--- config.mk ---
export PLATFORM = sky130hd
export DESIGN_NAME = write_channel_router_flat
export DESIGN_NICKNAME = d
export VERILOG_FILES = /design/src/rtl/write_channel_router_pkg.sv /design/src/rtl/write_channel_router_if.sv /design/src/rtl/write_channel_router.sv /design/src/flat_wrapper.sv
export SDC_FILE = /design/constraint.sdc
export NUM_CORES = 1
export LEC_CHECK = 0
export ABC_AREA = 1
export ABC_CLOCK_PERIOD_IN_PS = 1500
export BUFFER_PORTS_ARGS = -buffer_cell sky130_fd_sc_hd__buf_4
export CORE_AREA = 2 2 71 73
export DETAILED_ROUTE_END_ITERATION = 10
export DIE_AREA = 0 0 73 75
export PLACE_DENSITY = 0.78
export SLEW_MARGIN = 20
export SYNTH_ARGS = -nofsm -noshare
export SYNTH_HDL_FRONTEND = slang
export SYNTH_SLANG_ARGS = --single-unit
--- constraint.sdc ---
create_clock -name ACLK -period 1.5 [get_ports ACLK]
set_input_delay 0.075 -clock ACLK [delete_from_list [all_inputs] [get_ports ACLK]]
set_output_delay 0.075 -clock ACLK [all_outputs]
set_load 0.02 [all_outputs]
--- src/rtl/write_channel_router_pkg.sv ---
// Shared AXI widths, select/response encodings and router FSM states.
package write_channel_router_pkg;
    localparam int AXI_ID_BITS   = 4;
    localparam int AXI_IDS_BITS  = 8;
    localparam int AXI_DATA_BITS = 32;
    localparam int AXI_STRB_BITS = 4;
    localparam int AXI_LEN_BITS  = 4;

    localparam logic [1:0] SEL_S0  = 2'b00;
    localparam logic [1:0] SEL_S1  = 2'b01;
    localparam logic [1:0] SEL_DEF = 2'b10;

    localparam logic [1:0] RESP_OKAY   = 2'b00;
    localparam logic [1:0] RESP_DECERR = 2'b11;

    typedef enum logic [1:0] {ST_IDLE, ST_WDATA, ST_WRESP} state_t;

    // Slave IDs carry the master ID in their upper bits.
    function automatic logic [AXI_ID_BITS-1:0] master_bid(input logic [AXI_IDS_BITS-1:0] sid);
        return sid[AXI_IDS_BITS-1 -: AXI_ID_BITS];
    endfunction
endpackage

--- src/rtl/write_channel_router_if.sv ---
// AW/W/B signal bundle between arbiter/decoder, master and the two slaves.
interface write_channel_router_if;
    import write_channel_router_pkg::*;

    logic [AXI_ID_BITS-1:0]   AWID_ARB;
    logic [AXI_LEN_BITS-1:0]  AWLEN_ARB;
    logic                     AWVALID_ARB;
    logic [1:0]               AW_S;
    logic                     AWREADY_M1;
    logic                     AWREADY_DEF;
    logic                     AW_lock_reg;

    logic [AXI_DATA_BITS-1:0] WDATA_M1;
    logic [AXI_STRB_BITS-1:0] WSTRB_M1;
    logic                     WVALID_M1, WREADY_M1;

    logic [AXI_DATA_BITS-1:0] WDATA_S0, WDATA_S1;
    logic [AXI_STRB_BITS-1:0] WSTRB_S0, WSTRB_S1;
    logic                     WLAST_S0, WLAST_S1, WVALID_S0, WVALID_S1;
    logic                     WREADY_S0, WREADY_S1;

    logic [AXI_IDS_BITS-1:0]  BID_S0, BID_S1;
    logic [1:0]               BRESP_S0, BRESP_S1;
    logic                     BVALID_S0, BVALID_S1, BREADY_S0, BREADY_S1;

    logic [AXI_ID_BITS-1:0]   BID_M1;
    logic [1:0]               BRESP_M1;
    logic                     BVALID_M1, BREADY_M1;

    // Router side.
    modport slave (
        input  AWID_ARB, AWLEN_ARB, AWVALID_ARB, AW_S, AWREADY_M1,
        output AWREADY_DEF, AW_lock_reg,
        input  WDATA_M1, WSTRB_M1, WVALID_M1,
        output WREADY_M1,
        output WDATA_S0, WDATA_S1, WSTRB_S0, WSTRB_S1, WLAST_S0, WLAST_S1, WVALID_S0, WVALID_S1,
        input  WREADY_S0, WREADY_S1,
        input  BID_S0, BID_S1, BRESP_S0, BRESP_S1, BVALID_S0, BVALID_S1,
        output BREADY_S0, BREADY_S1,
        output BID_M1, BRESP_M1, BVALID_M1,
        input  BREADY_M1
    );

    // Environment side (arbiter, decoder, master, slaves).
    modport master (
        output AWID_ARB, AWLEN_ARB, AWVALID_ARB, AW_S, AWREADY_M1,
        input  AWREADY_DEF, AW_lock_reg,
        output WDATA_M1, WSTRB_M1, WVALID_M1,
        input  WREADY_M1,
        input  WDATA_S0, WDATA_S1, WSTRB_S0, WSTRB_S1, WLAST_S0, WLAST_S1, WVALID_S0, WVALID_S1,
        output WREADY_S0, WREADY_S1,
        output BID_S0, BID_S1, BRESP_S0, BRESP_S1, BVALID_S0, BVALID_S1,
        input  BREADY_S0, BREADY_S1,
        input  BID_M1, BRESP_M1, BVALID_M1,
        output BREADY_M1
    );
endinterface

--- src/rtl/write_channel_router.sv ---
// Single-outstanding write router: locks on AW, steers W beats to S0/S1 or sinks
// them for the default slave, then returns that slave's (or a DECERR) B response.
module write_channel_router
    import write_channel_router_pkg::*;
(
    input  logic                  ACLK,
    input  logic                  ARESET,
    write_channel_router_if.slave bus
);
    state_t                  r_state;
    logic [1:0]              r_sel;
    logic [AXI_ID_BITS-1:0]  r_id;
    logic [AXI_LEN_BITS-1:0] r_len;
    logic [AXI_LEN_BITS-1:0] r_cnt;

    logic w_aw_fire, w_beat, w_b_fire, w_last;

    assign w_last    = (r_cnt == r_len);
    assign w_aw_fire = (r_state == ST_IDLE) && bus.AWVALID_ARB && (bus.AWREADY_M1 || bus.AWREADY_DEF);
    assign w_beat    = (r_state == ST_WDATA) && bus.WVALID_M1 && bus.WREADY_M1;
    assign w_b_fire  = (r_state == ST_WRESP) && bus.BVALID_M1 && bus.BREADY_M1;

    assign bus.AW_lock_reg = (r_state != ST_IDLE);

    // Everything is held at zero while reset is asserted, even mid-burst.
    always_comb begin
        bus.AWREADY_DEF = 1'b0;
        bus.WREADY_M1   = 1'b0;
        bus.WDATA_S0    = '0;
        bus.WDATA_S1    = '0;
        bus.WSTRB_S0    = '0;
        bus.WSTRB_S1    = '0;
        bus.WLAST_S0    = 1'b0;
        bus.WLAST_S1    = 1'b0;
        bus.WVALID_S0   = 1'b0;
        bus.WVALID_S1   = 1'b0;
        bus.BREADY_S0   = 1'b0;
        bus.BREADY_S1   = 1'b0;
        bus.BID_M1      = '0;
        bus.BRESP_M1    = RESP_OKAY;
        bus.BVALID_M1   = 1'b0;
        if (!ARESET) begin
            bus.AWREADY_DEF = (r_state == ST_IDLE) && bus.AWVALID_ARB && (bus.AW_S == SEL_DEF);
            if (r_state == ST_WDATA) begin
                case (r_sel)
                    SEL_S0: begin
                        bus.WDATA_S0  = bus.WDATA_M1;
                        bus.WSTRB_S0  = bus.WSTRB_M1;
                        bus.WVALID_S0 = bus.WVALID_M1;
                        bus.WLAST_S0  = w_last;
                        bus.WREADY_M1 = bus.WREADY_S0;
                    end
                    SEL_S1: begin
                        bus.WDATA_S1  = bus.WDATA_M1;
                        bus.WSTRB_S1  = bus.WSTRB_M1;
                        bus.WVALID_S1 = bus.WVALID_M1;
                        bus.WLAST_S1  = w_last;
                        bus.WREADY_M1 = bus.WREADY_S1;
                    end
                    // Unmapped target: accept and drop every beat.
                    default: bus.WREADY_M1 = 1'b1;
                endcase
            end
            if (r_state == ST_WRESP) begin
                case (r_sel)
                    SEL_S0: begin
                        bus.BVALID_M1 = bus.BVALID_S0;
                        bus.BRESP_M1  = bus.BRESP_S0;
                        bus.BID_M1    = master_bid(bus.BID_S0);
                        bus.BREADY_S0 = bus.BREADY_M1;
                    end
                    SEL_S1: begin
                        bus.BVALID_M1 = bus.BVALID_S1;
                        bus.BRESP_M1  = bus.BRESP_S1;
                        bus.BID_M1    = master_bid(bus.BID_S1);
                        bus.BREADY_S1 = bus.BREADY_M1;
                    end
                    default: begin
                        bus.BVALID_M1 = 1'b1;
                        bus.BRESP_M1  = RESP_DECERR;
                        bus.BID_M1    = r_id;
                    end
                endcase
            end
        end
    end

    always_ff @(posedge ACLK) begin
        if (ARESET) begin
            r_state <= ST_IDLE;
            r_sel   <= '0;
            r_id    <= '0;
            r_len   <= '0;
            r_cnt   <= '0;
        end else begin
            case (r_state)
                ST_IDLE: if (w_aw_fire) begin
                    r_sel   <= bus.AW_S;
                    r_id    <= bus.AWID_ARB;
                    r_len   <= bus.AWLEN_ARB;
                    r_cnt   <= '0;
                    r_state <= ST_WDATA;
                end
                // Counter stops at len so a 16-beat burst never wraps it.
                ST_WDATA: if (w_beat) begin
                    if (w_last) r_state <= ST_WRESP;
                    else        r_cnt   <= r_cnt + 4'd1;
                end
                ST_WRESP: if (w_b_fire) r_state <= ST_IDLE;
                default:  r_state <= ST_IDLE;
            endcase
        end
    end
endmodule

--- src/flat_wrapper.sv ---
// flat-port wrapper written by rule: the top's interface ports become plain ports
module write_channel_router_flat import write_channel_router_pkg::*;
  (ACLK, ARESET, bus_AWID_ARB, bus_AWLEN_ARB, bus_AWVALID_ARB, bus_AW_S, bus_AWREADY_M1, bus_AWREADY_DEF, bus_AW_lock_reg, bus_WDATA_M1, bus_WSTRB_M1, bus_WVALID_M1, bus_WREADY_M1, bus_WDATA_S0, bus_WDATA_S1, bus_WSTRB_S0, bus_WSTRB_S1, bus_WLAST_S0, bus_WLAST_S1, bus_WVALID_S0, bus_WVALID_S1, bus_WREADY_S0, bus_WREADY_S1, bus_BID_S0, bus_BID_S1, bus_BRESP_S0, bus_BRESP_S1, bus_BVALID_S0, bus_BVALID_S1, bus_BREADY_S0, bus_BREADY_S1, bus_BID_M1, bus_BRESP_M1, bus_BVALID_M1, bus_BREADY_M1);
  write_channel_router_if bus_i ();
  input  logic ACLK;
  input  logic ARESET;
  input wire logic [$bits(bus_i.AWID_ARB)-1:0] bus_AWID_ARB;
  input wire logic [$bits(bus_i.AWLEN_ARB)-1:0] bus_AWLEN_ARB;
  input wire logic [$bits(bus_i.AWVALID_ARB)-1:0] bus_AWVALID_ARB;
  input wire logic [$bits(bus_i.AW_S)-1:0] bus_AW_S;
  input wire logic [$bits(bus_i.AWREADY_M1)-1:0] bus_AWREADY_M1;
  output wire logic [$bits(bus_i.AWREADY_DEF)-1:0] bus_AWREADY_DEF;
  output wire logic [$bits(bus_i.AW_lock_reg)-1:0] bus_AW_lock_reg;
  input wire logic [$bits(bus_i.WDATA_M1)-1:0] bus_WDATA_M1;
  input wire logic [$bits(bus_i.WSTRB_M1)-1:0] bus_WSTRB_M1;
  input wire logic [$bits(bus_i.WVALID_M1)-1:0] bus_WVALID_M1;
  output wire logic [$bits(bus_i.WREADY_M1)-1:0] bus_WREADY_M1;
  output wire logic [$bits(bus_i.WDATA_S0)-1:0] bus_WDATA_S0;
  output wire logic [$bits(bus_i.WDATA_S1)-1:0] bus_WDATA_S1;
  output wire logic [$bits(bus_i.WSTRB_S0)-1:0] bus_WSTRB_S0;
  output wire logic [$bits(bus_i.WSTRB_S1)-1:0] bus_WSTRB_S1;
  output wire logic [$bits(bus_i.WLAST_S0)-1:0] bus_WLAST_S0;
  output wire logic [$bits(bus_i.WLAST_S1)-1:0] bus_WLAST_S1;
  output wire logic [$bits(bus_i.WVALID_S0)-1:0] bus_WVALID_S0;
  output wire logic [$bits(bus_i.WVALID_S1)-1:0] bus_WVALID_S1;
  input wire logic [$bits(bus_i.WREADY_S0)-1:0] bus_WREADY_S0;
  input wire logic [$bits(bus_i.WREADY_S1)-1:0] bus_WREADY_S1;
  input wire logic [$bits(bus_i.BID_S0)-1:0] bus_BID_S0;
  input wire logic [$bits(bus_i.BID_S1)-1:0] bus_BID_S1;
  input wire logic [$bits(bus_i.BRESP_S0)-1:0] bus_BRESP_S0;
  input wire logic [$bits(bus_i.BRESP_S1)-1:0] bus_BRESP_S1;
  input wire logic [$bits(bus_i.BVALID_S0)-1:0] bus_BVALID_S0;
  input wire logic [$bits(bus_i.BVALID_S1)-1:0] bus_BVALID_S1;
  output wire logic [$bits(bus_i.BREADY_S0)-1:0] bus_BREADY_S0;
  output wire logic [$bits(bus_i.BREADY_S1)-1:0] bus_BREADY_S1;
  output wire logic [$bits(bus_i.BID_M1)-1:0] bus_BID_M1;
  output wire logic [$bits(bus_i.BRESP_M1)-1:0] bus_BRESP_M1;
  output wire logic [$bits(bus_i.BVALID_M1)-1:0] bus_BVALID_M1;
  input wire logic [$bits(bus_i.BREADY_M1)-1:0] bus_BREADY_M1;
  assign bus_i.AWID_ARB = bus_AWID_ARB;
  assign bus_i.AWLEN_ARB = bus_AWLEN_ARB;
  assign bus_i.AWVALID_ARB = bus_AWVALID_ARB;
  assign bus_i.AW_S = bus_AW_S;
  assign bus_i.AWREADY_M1 = bus_AWREADY_M1;
  assign bus_AWREADY_DEF = bus_i.AWREADY_DEF;
  assign bus_AW_lock_reg = bus_i.AW_lock_reg;
  assign bus_i.WDATA_M1 = bus_WDATA_M1;
  assign bus_i.WSTRB_M1 = bus_WSTRB_M1;
  assign bus_i.WVALID_M1 = bus_WVALID_M1;
  assign bus_WREADY_M1 = bus_i.WREADY_M1;
  assign bus_WDATA_S0 = bus_i.WDATA_S0;
  assign bus_WDATA_S1 = bus_i.WDATA_S1;
  assign bus_WSTRB_S0 = bus_i.WSTRB_S0;
  assign bus_WSTRB_S1 = bus_i.WSTRB_S1;
  assign bus_WLAST_S0 = bus_i.WLAST_S0;
  assign bus_WLAST_S1 = bus_i.WLAST_S1;
  assign bus_WVALID_S0 = bus_i.WVALID_S0;
  assign bus_WVALID_S1 = bus_i.WVALID_S1;
  assign bus_i.WREADY_S0 = bus_WREADY_S0;
  assign bus_i.WREADY_S1 = bus_WREADY_S1;
  assign bus_i.BID_S0 = bus_BID_S0;
  assign bus_i.BID_S1 = bus_BID_S1;
  assign bus_i.BRESP_S0 = bus_BRESP_S0;
  assign bus_i.BRESP_S1 = bus_BRESP_S1;
  assign bus_i.BVALID_S0 = bus_BVALID_S0;
  assign bus_i.BVALID_S1 = bus_BVALID_S1;
  assign bus_BREADY_S0 = bus_i.BREADY_S0;
  assign bus_BREADY_S1 = bus_i.BREADY_S1;
  assign bus_BID_M1 = bus_i.BID_M1;
  assign bus_BRESP_M1 = bus_i.BRESP_M1;
  assign bus_BVALID_M1 = bus_i.BVALID_M1;
  assign bus_i.BREADY_M1 = bus_BREADY_M1;
  write_channel_router u_core (.ACLK(ACLK), .ARESET(ARESET), .bus(bus_i));
endmodule
After elaboration in Yosys (flattened, before gate mapping)
Cells that the tools add are included.

storage, ports and cells
  bits in registers = 16
  input bits = 76
  output and inout port bits = 88

cells by class
  add/subtract/negate cells = 1
  equality and inequality tests = 10
  multiplexer cells = 52
  reduce and logical (&&, ||, !) cells = 15

operators by type and width
  cell                                                  count
  2-to-1 mux 32 bit                                     6
  2-to-1 mux 4 bit                                      11
  2-to-1 mux 1 bit                                      23
  case mux 4 bit (2 select lines)                       2
  2-to-1 mux 2 bit                                      6
  != test 2 x 1 -> 1 bit (second input constant)        4
  AND reduction 4 bit                                   2
  logical AND 1 bit                                     7
  case mux 2 bit (3 select lines)                       1
  adder 4 x 1 -> 4 bit (second input constant)          1
  equality test 2 x 1 -> 1 bit (second input constant)  2
  equality test 2 bit (second input constant)           2
  equality test 4 bit                                   1
  logical NOT 2 bit                                     2
  case mux 1 bit (2 select lines)                       2
  case mux 2 bit (2 select lines)                       1
  nonzero test 2 bit                                    2
  != test 2 bit (second input constant)                 1
  AND reduction 2 bit                                   1
  logical OR 1 bit                                      1

Longest topological paths before layout
Gate-level depths: netlist (run 1).

  depth after elaboration = 8
  depth in mapped cells = 10

Least setup slack after synthesis (run 1)
No wires, ideal clock.

  path type = flip-flop to output port
  start point = register u_core.r_sel[0]
  end point = output port bus_WDATA_S1[10]
  arrival = 1.454 ns
  data required time = 1.425 ns
  slack = -0.029 ns
  stages on the path, launching flop included = 7
  path buffers = 2
  cells stage by stage = dfxtp_1 > inv_1 > nor2_2 > nand2_1 > buf_2 > buf_2 > nor3_1

on the way
  word-level cells in the longest chain between the ends = 4

RTL lines
  element                       RTL line                    text
  from (decl)                   write_channel_router.sv:11  logic [1:0] r_sel;
  from (signal assigned)        write_channel_router.sv:98  r_sel <= bus.AW_S;
  equality test 2 x 1 -> 1 bit  write_channel_router.sv:45  case (r_sel)
  2-to-1 mux 32 bit             write_channel_router.sv:45
  2-to-1 mux 32 bit             write_channel_router.sv:44  if (r_state == ST_WDATA) begin
  2-to-1 mux 32 bit             write_channel_router.sv:42  if (!ARESET) begin
  to (decl)                     flat_wrapper.sv:19          output wire logic [$bits(bus_i.WDATA_S1)-1:0] bus_WDATA_S1;

Every way passes these cells.

Worst setup path after layout (run 1)
  start point = register u_core.r_sel[1]
  end point = output port bus_WDATA_S0[14]

on the way
  word-level cells in the longest chain between the ends = 4

RTL lines
  element            RTL line                    text
  logical NOT 2 bit  write_channel_router.sv:45
  2-to-1 mux 32 bit  write_channel_router.sv:45
  2-to-1 mux 32 bit  write_channel_router.sv:44
  2-to-1 mux 32 bit  write_channel_router.sv:42
  to (decl)          flat_wrapper.sv:18          output wire logic [$bits(bus_i.WDATA_S0)-1:0] bus_WDATA_S0;

Every way passes these cells.

==> metrics.cfg, run 1 <==
[route]
drc=0
vias=2552
dr.pass1.iters=5
drt-total-wl_um=7740
routed_via_density=4.97
initialDrtViolationCount=158
drtAntennaViolNets=0
routedWlPerCell_um=15.1

[critical_path]
reg2reg_slack_ns=0.12
cp_cell_sequence=nor2_4 > nand2_4 > buf_6 > nor3_1 > buf_4
startpoint=u_core.r_sel[1]
worstPathRequired_ns=1.42
critPathBufInv=2
crit_type=reg -> out
startpoint_type=register
cpLargestDelayFamily=simple AND/OR/NAND/NOR gates
cpPeakStageDelay_ns=0.38
arrival_ns=1.45
ff2ff_path_depth=10
crit_fanout=9
r2r-start=u_core.r_state[1]
endpoint_kind=primary output
cpMaxStageDelayCell=dfxtp_4
r2r_end=u_core.r_cnt[0]

[grt]
grt_pass1_vias=1930
grt_first_pass_wirelength_um=9220
grt.busiest_layer=met2
grt_start_max_net_pins=75
antenna_found_initial=0
grt_usage=0.211
gr-usage-met3=0.0308
met2_usage=0.374
grt_use_met1=0.259
grt-ovfl-total=0

[place]
gp_congestion=0.846
post-place-ws_ns=0.0217
dp_hpwl_um=4920
io_buffers=155
dp_cells=495

[yosys]
avgSynthCellArea_sq_um=5.47
synth_edf_count=0
syn_area_sq_um=1620
syn_inst=296
syn-num-nets=373
synth-main-ff-cell=dfxtp_1
synthArstFlopShare=0
yosys_warnings=0
ys_seq_elements=16
synth.distinct_cells=27
yosysSeqAreaShare=0.198

[die]
rows=25
ioPinCount=164
start_util=0.347
dieHeight_um=75
core_area_sq_um=4660
die-area_sq_um=5480
fp.dieW_um=73

[pwr]
p_per_area_nw_per_um2=607
p_leak_nw=1.78
max-vdd-ir-drop_v=0.000560

[clock_network]
cts_buffers=3
clk_path_buf_depth=2
clk_pin_slew_ns=0.07
root_buffer=clkbuf_8
cts_tree=built
clock_sinks=16
clk_latency_ns=0.26
htree_levels=1
hold_buffers=0

[worst_hold_path]
min_from=ARESET
holdPathEnd=u_core.r_cnt[2]
min_path_cells=2
hold_path.class=in -> reg

[final_layout]
area_delta_synth_final_pct=109
fillers=360
final_nets=537
diodes=0
stdcell_count=513
drive_above_1_share=0.538
final_core_util=0.725

[timing]
slew_viol_final=0
tightest_slew_ns=0.341
setup_tns_ns=-0.0340
layout_setup_ws_ns=-0.0237
setup_viol=3
hold_violations=0
rsz0062_at_grt=yes
min_period_ns=1.52
final.period_utilization=1.02
maxSlewHeadroom=0.773
max_freq_mhz=656
final.setup_skew_ns=0.00343

[outcome]
violations=negative setup slack
status=complete, but fails checks

[flow_run]
cap_viol_max_count=0

## sequential cells by signal, indices dropped and copies added, names as in the netlist
| register | cells |
|---|---|
| u_core.r_cnt | 4 |
| u_core.r_id | 4 |
| u_core.r_len | 4 |
| u_core.r_sel | 2 |
| u_core.r_state | 2 |
## worst register-to-register path, stage by stage, from the launching register on
cell	delay [ns]
dfxtp_1	0.32
inv_2	0.09
nand2_4	0.13
nor2_1	0.14
nand4_1	0.14
nand2_2	0.11
nand2_4	0.07
nor2_4	0.12
nand2_1	0.07
nand2_1	0.05
nor2_1	0.04
## report_power, final
group	internal (W)	total, W	switching (W)
Clock	0.000234	0.000400	0.000167
Sequential	0.000475	0.000519	0.0000440
Combinational	0.000483	0.00113	0.000648
Total	0.00119	0.00205	0.000859
## per-stage QoR
stage	instance area, sq um	hold WS, ns	total power (W)
finish	3380	0.0397	0.00205
global route	3380	0.0483	0.00216
CTS	2940	0.0287	0.00179
detailed placement	2860	0.311	0.00137
global placement	2860	0.308	0.00136
floorplan	1630	0.144	0.00103
## synth_stat cells, types with 3 or more instances
cell type,count,area share
nor3_1,75,0.23
nor2_1,23,0.053
buf_1,4,0.0093
nand3_1,8,0.025
nor2_2,3,0.012
inv_1,65,0.15
buf_2,8,0.025
a21oi_1,13,0.040
dfxtp_1,16,0.20
nand2_1,43,0.10
nand2_2,4,0.015
o21ai_0,10,0.031
clkbuf_1,6,0.014
## per-layer routing
layer / vias up / share of wire
met5: - / 0
met4: 0 / 0.020
met3: 15 / 0.067
met2: 115 / 0.53
met1: 1159 / 0.38
li1: 1263 / -
## cells by family (layout without fill, tap and decap cells)
group | count (synthesis) | after routing | share of synthesized area
buffers and inverters | 85 | 248 | 0.203
flip-flops | 16 | 16 | 0.198
AND/OR/NAND/NOR | 162 | 162 | 0.471
AO/OA/AOI/OAI | 30 | 30 | 0.110
XOR/XNOR | 2 | 2 | 0.0108
adder cells (fa/ha/maj) | 1 | 1 | 0.00773
## layout by cell type (no fill, tap or decap), drive strengths merged, types with 8 or more instances in the layout
master  netlist  routed
nor3         77      77
buf          12     173
inv          67      67
clkbuf        6       8
o21ai        10      10
a21oi        13      13
nand2        48      48
nor2         27      27
dfxtp        16      16
nand3         8       8
## worst max-delay path by stage
stage / to / slack, ns / depth (start not counted)
final: bus_WDATA_S0[14] / -0.02 / 5
after global routing: bus_BVALID_M1 / -0.06 / 6
after CTS: bus_WDATA_S0[1] / -0.02 / 5
after detailed placement: bus_WDATA_S0[1] / 0.02 / 5
after global placement: bus_WDATA_S1[19] / 0.04 / 5
after floorplan: bus_WDATA_S1[10] / -0.03 / 6
## timing repair
item / in CTS / in global routing
resized for setup: 11 / 63
pin swaps: 1 / 7
endpoints found under the setup margin: 77 / 84
buffers inserted: 0 / 6
cloned: 0 / 8
## final cells by class
type	instances	area, sq um	area share
multi-input combinational	195	1200	0.355
timing repair buffer	177	1460	0.433
inverter	67	254	0.0752
tap	54	67.6	0.0200
clock buffer	4	55.1	0.0163
sequential	16	339	0.100
Note: power is estimated with default switching activity, not from simulation.
==> run 2, diff against run 1 <==
--- a/config.mk
+++ b/config.mk
@@ -5,13 +5,13 @@
 export SDC_FILE = /design/constraint.sdc
 export NUM_CORES = 1
 export LEC_CHECK = 0
-export ABC_AREA = 1
+export ABC_AREA = 0
 export ABC_CLOCK_PERIOD_IN_PS = 1500
 export BUFFER_PORTS_ARGS = -buffer_cell sky130_fd_sc_hd__buf_4
-export CORE_AREA = 2 2 71 73
+export CORE_AREA = 2 2 69 71
 export DETAILED_ROUTE_END_ITERATION = 10
-export DIE_AREA = 0 0 73 75
-export PLACE_DENSITY = 0.78
+export DIE_AREA = 0 0 71 73
+export PLACE_DENSITY = 0.79
 export SLEW_MARGIN = 20
 export SYNTH_ARGS = -nofsm -noshare
 export SYNTH_HDL_FRONTEND = slang
==> run 2 against run 1 <==
The flow still finishes with violations (negative setup slack). Cell area rose by 11%. Combinational power is 26% lower. Routed wire length rose by 21%. Utilization rose by 9.9 points. Clock power shrank 17%. Total power decreased by 21%. Via count shrank 3.1%. Die area down 5.3%. Largest power group unchanged.
==> metrics.cfg, run 2 <==
[route]
drt-total-wl_um=9350
routed_via_density=5.61
vias=2473
drc=0
routedWlPerCell_um=21.2
dr.pass1.iters=4
initialDrtViolationCount=147
drtAntennaViolNets=0

[grt]
grt_first_pass_wirelength_um=11300
grt_start_max_net_pins=54
grt-ovfl-total=0
grt_usage=0.276
antenna_found_initial=0
grt_pass1_vias=2274

[timing]
hold_violations=0
final.period_utilization=1.16
rsz0062_at_grt=yes
maxSlewHeadroom=0.578
setup_viol=87
final.setup_skew_ns=0.000734
setup_tns_ns=-9.96
tightest_slew_ns=0.616
slew_viol_final=0
layout_setup_ws_ns=-0.237
min_period_ns=1.74
timing.hold.ws_ns=0.0591
max_freq_mhz=576

[clock_network]
clk_pin_slew_ns=0.06
clk_latency_ns=0.25
clock_sinks=16
cts_buffers=3
cts_tree=built
root_buffer=clkbuf_8
clk_path_buf_depth=2
htree_levels=1

[final_layout]
drive_above_1_share=0.711
final_cell_mix=buf_4 (118), buf_6 (73), and3_4 (46)
final_common_cell=buf_4
diodes=0
final_core_util=0.824
top_regs=u_core.r_cnt (4), u_core.r_id (4), u_core.r_len (4)
area_delta_synth_final_pct=151
final_nets=466

[critical_path]
worstPathRequired_ns=1.58
crit_fanout=5
startpoint_type=register
endpoint_kind=register
cp_cell_sequence=buf_4 > a211oi_2 > buf_4 > nor4b_2 > a2111oi_0
crit_type=reg -> reg
cpMaxStageDelayCell=a2111oi_0
worst_path_most_repeated_cell=buf_4
arrival_ns=1.82
cpPeakStageDelay_ns=0.59

[die]
rows=25
core_area_sq_um=4540
die-area_sq_um=5180
ioPinCount=164
dieHeight_um=73
start_util=0.328
fp.dieW_um=71

[pwr]
intPower_w=0.00107
p_comb_frac=0.511
max-vdd-ir-drop_v=0.000256
p_switching_w=0.000562
seqPwrFrac=0.285
swShare=0.345
clkPwrFrac=0.203
p_leak_nw=1.93
p_per_area_nw_per_um2=436
fin_total_pwr_w=0.00163

[yosys]
synth_area_leaders=and3_1 (32%), dfxtp_1 (22%), mux2i_1 (11%)
avgSynthCellArea_sq_um=7.18
synth_edf_count=0
synthArstFlopShare=0
yosys_warnings=0
ys_seq_elements=16
synth.distinct_cells=32
synth_top_cell_area_share=0.316
synth-main-ff-cell=dfxtp_1
syn-num-nets=284
syn_area_sq_um=1490
synth.most_common_cell=and3_1
synth_common_cells=and3_1 (75), nor2_1 (24), clkbuf_1 (21)
yosysTopAreaCell=and3_1
syn_inst=207
yosysSeqAreaShare=0.215

[place]
io_buffers=155
gp_congestion=0.845
dp_hpwl_um=4810

[outcome]
violations=negative setup slack
status=complete, but fails checks

[flow_run]
cap_viol_max_count=0

[worst_hold_path]
hold_path.class=in -> reg

==> run 2: cell count changes after synthesis, moves of 7 or more <==
cell and change:
mux2i_1 +16, nor2b_1 +7, nor3_1 -74, buf_2 -7, and3_1 +74, o21ai_0 -7
nand3_1 -7, clkbuf_1 +15, inv_1 -63, nand2_1 -40
==> run 2: metal layers <==
metal | GRT usage | up-vias | wire (um)
met5 | 0 | - | 0
met4 | 0.0776 | 0 | 297
met3 | 0.0801 | 31 | 817
met2 | 0.504 | 144 | 4900
met1 | 0.312 | 1193 | 3340
li1 | - | 1105 | -
==> run 2: final cells by class <==
class / count / area [sq um]
well taps: 54 / 67.6
repair buffers: 200 / 1890
clock buffers: 3 / 41.3
flip-flops and latches: 16 / 339
inverters: 2 / 7.51
fillers: 223 / 798
multi-input cells: 166 / 1390
==> run 2: repair_timing <==
action / CTS / global route
hold buffers: 0 / 0
gates resized for setup: 103 / 60
setup endpoints to repair: 83 / 87
pin swaps: 31 / 28
setup buffers: 7 / 8
cloned: 6 / 6
==> run 2: metrics by stage <==
step           std cells  worst slack (ns)  cell area (sq um)
6_report             441            -0.237               3740
5_1_grt              441            -0.347               3740
4_1_cts              429            -0.140               3330
3_5_place_dp         413            -0.135               2810
3_3_place_gp         413           -0.0945               2810
2_1_floorplan        207           -0.0161               1490
==> run 2: power by group through the flow <==
stage          Clock, W  Sequential (W)  Combinational, W
3_5_place_dp          0        0.000466          0.000561
4_1_cts        0.000328        0.000461          0.000680
5_1_grt        0.000349        0.000466          0.000871
6_report       0.000331        0.000465          0.000833
3_3_place_gp          0        0.000465          0.000550
2_1_floorplan         0        0.000463          0.000267
==> run 2: worst paths after layout <==
kind	startpoint	end	slack (ns)	depth (start not counted)
worst max-delay path	u_core.r_sel[0]	u_core.r_state[0]	-0.24	5
worst min-delay path	bus_AWID_ARB[0]	u_core.r_id[0]	0.06	3
worst max register to register	u_core.r_sel[0]	u_core.r_state[0]	-0.24	5
worst min register to register	u_core.r_id[0]	u_core.r_id[0]	0.52	2
==> run 2: critical path: cells and delay by family, from the launching register on <==
family / cells / cell delay, ns
compound gates: 2 / 0.83
buf+inv: 2 / 0.31
simple gates: 1 / 0.05
flops: 1 / 0.37
==> run 2: cells by family (layout without fill, tap and decap cells) <==
kind of cell	count (synthesis)	count (layout)	share of synthesized area
mux	16	16	0.108
fa+ha+maj	1	1	0.00842
simple gates	126	126	0.497
compound gates	19	19	0.0833
flops	16	16	0.215
buf+inv	25	205	0.0648
xor+xnor	4	4	0.0236
==> run 3, diff against run 2 <==
--- a/config.mk
+++ b/config.mk
@@ -12,6 +12,7 @@
 export DETAILED_ROUTE_END_ITERATION = 10
 export DIE_AREA = 0 0 71 73
 export PLACE_DENSITY = 0.79
+export REMOVE_ABC_BUFFERS = 1
 export SLEW_MARGIN = 20
 export SYNTH_ARGS = -nofsm -noshare
 export SYNTH_HDL_FRONTEND = slang
==> run 3 against run 2 <==
The run still ends with negative setup slack left. Routed wire length rose by 6.6%. Sequential share of layout area decreased by 0.98 points. Highest routed layer unchanged. Clock power rose by 24%. Cell area is 11% higher. Worst hold slack worse by 0.017 ns. Via count is 4.1% higher. Fmax shrank 2.6%. Combinational power increased by 15%. Count of clock-buffer cells in the layout is 1 higher. Utilization rose by 9.2 points.
==> metrics.cfg, run 3 (synthesis results as in run 2) <==
[outcome]
status=complete, but fails checks
violations=negative setup slack

[die]
fp.dieW_um=71
die-area_sq_um=5180
rows=25
start_util=0.328
core_area_sq_um=4540
dieHeight_um=73
ioPinCount=164

[final_layout]
diodes=0
top_regs=u_core.r_cnt (4), u_core.r_id (4), u_core.r_len (4)
final_core_util=0.916
stdcell_count=452
final_cell_mix=buf_6 (98), buf_4 (98), and3_4 (73)
fillers=149
final_cell_area_sq_um=4160
multi_input_area_sq_um=1540
ff_latch_area_sq_um=337
area_delta_synth_final_pct=180
final_nets=476
drive_above_1_share=0.791

[timing]
final.setup_skew_ns=0.00501
setup_viol=92
final.period_utilization=1.19
layout_setup_ws_ns=-0.283
tightest_slew_ns=0.565
rsz0062_at_grt=yes
timing.hold.ws_ns=0.0424
min_period_ns=1.78
maxSlewHeadroom=0.620
slew_viol_final=0
hold_violations=0
max_freq_mhz=561

[route]
drt-total-wl_um=9970
routedWlPerCell_um=22.0
dr.pass1.iters=4
initialDrtViolationCount=109
drtAntennaViolNets=0
routed_via_density=5.70
drc=0
vias=2575

[critical_path]
arrival_ns=1.98
crit_fanout=5
crit_type=reg -> reg
worstPathRequired_ns=1.70
critPathBufInv=1
cp_cell_sequence=xor2_2 > nor4_2 > buf_4 > o41a_1 > or3_1 > a21boi_1
endpoint_kind=register
cpLargestDelayFamily=compound AO/OA/AOI/OAI gates
startpoint_type=register
cpPeakStageDelay_ns=0.40
cpMaxStageDelayCell=o41a_1

[place]
dp_hpwl_um=4580
gp_congestion=0.763
placed_cell_area_sq_um=2830
io_buffers=155
dp_cells=413

[clock_network]
htree_levels=1
clk_path_buf_depth=2
cts_buffers=3
clk_pin_slew_ns=0.07
clock_sinks=16
cts_tree=built
clk_latency_ns=0.27
root_buffer=clkbuf_8
hold_buffers=0

[worst_hold_path]
hold_path.class=in -> reg

[grt]
grt_start_max_net_pins=31
grt_usage=0.269
antenna_found_initial=0
grt_first_pass_wirelength_um=11200
grt-ovfl-total=0
grt_pass1_vias=2283

[pwr]
max-vdd-ir-drop_v=0.000748
p_per_area_nw_per_um2=441
p_leak_nw=1.99

[flow_run]
cap_viol_max_count=0

[run 3: cell types whose count changed in the layout (fill, tap and decap cells not counted), sizes merged]
cell / delta
buf: +8
clkbuf: +3
[run 3: layout make-up]
| type | count | area share |
|---|---|---|
| repair buffers | 210 | 0.517 |
| multi-input cells | 166 | 0.371 |
| well taps | 54 | 0.0163 |
| inverters | 2 | 0.00181 |
| clock buffers | 4 | 0.0132 |
| flip-flops and latches | 16 | 0.0810 |
[run 3: metal layers]
layer | vias to the layer above | global-route usage | wire length [um]
met4 | 0 | 0.0629 | 333
li1 | 1131 | - | -
met3 | 32 | 0.0497 | 660
met5 | - | 0 | 0
met1 | 1252 | 0.303 | 3620
met2 | 160 | 0.520 | 5350
[run 3: final timing paths]
path / start / to / slack [ns] / cells past startpoint
worst max-delay path: u_core.r_cnt[1] / u_core.r_cnt[3] / -0.28 / 6
worst min-delay path: bus_AWID_ARB[3] / u_core.r_id[3] / 0.04 / 3
worst max register to register: u_core.r_cnt[1] / u_core.r_cnt[3] / -0.28 / 6
worst min register to register: u_core.r_id[3] / u_core.r_id[3] / 0.50 / 2
[run 3: what timing repair did]
item / CTS / global route
gates cloned: 7 / 7
pin swaps: 32 / 58
endpoints found under the setup margin: 85 / 92
buffers inserted: 14 / 13
resized for setup: 117 / 102
[run 3: tightest hold or removal path: stages]
cell     delay (ns)
buf_4          0.08
mux2i_1        0.05
nor2_1         0.07
[run 3: per-stage QoR]
| stage | TNS (ns) | setup WS, ns | power [W] |
|---|---|---|---|
| global placement | -0.128 | -0.0730 | 0.00102 |
| detailed placement | -0.280 | -0.150 | 0.00104 |
| finish | -17.06 | -0.283 | 0.00183 |
| floorplan | -82.05 | -1.12 | 0.000703 |
| CTS | -7.62 | -0.180 | 0.00162 |
| global route | -20.91 | -0.448 | 0.00189 |
[run 3: where the power goes]
part	leakage [nW]	internal [W]	switching, W
combinational	1.83	0.000527	0.000432
sequential	0.136	0.000445	0.0000192
clock	0.0288	0.000234	0.000176
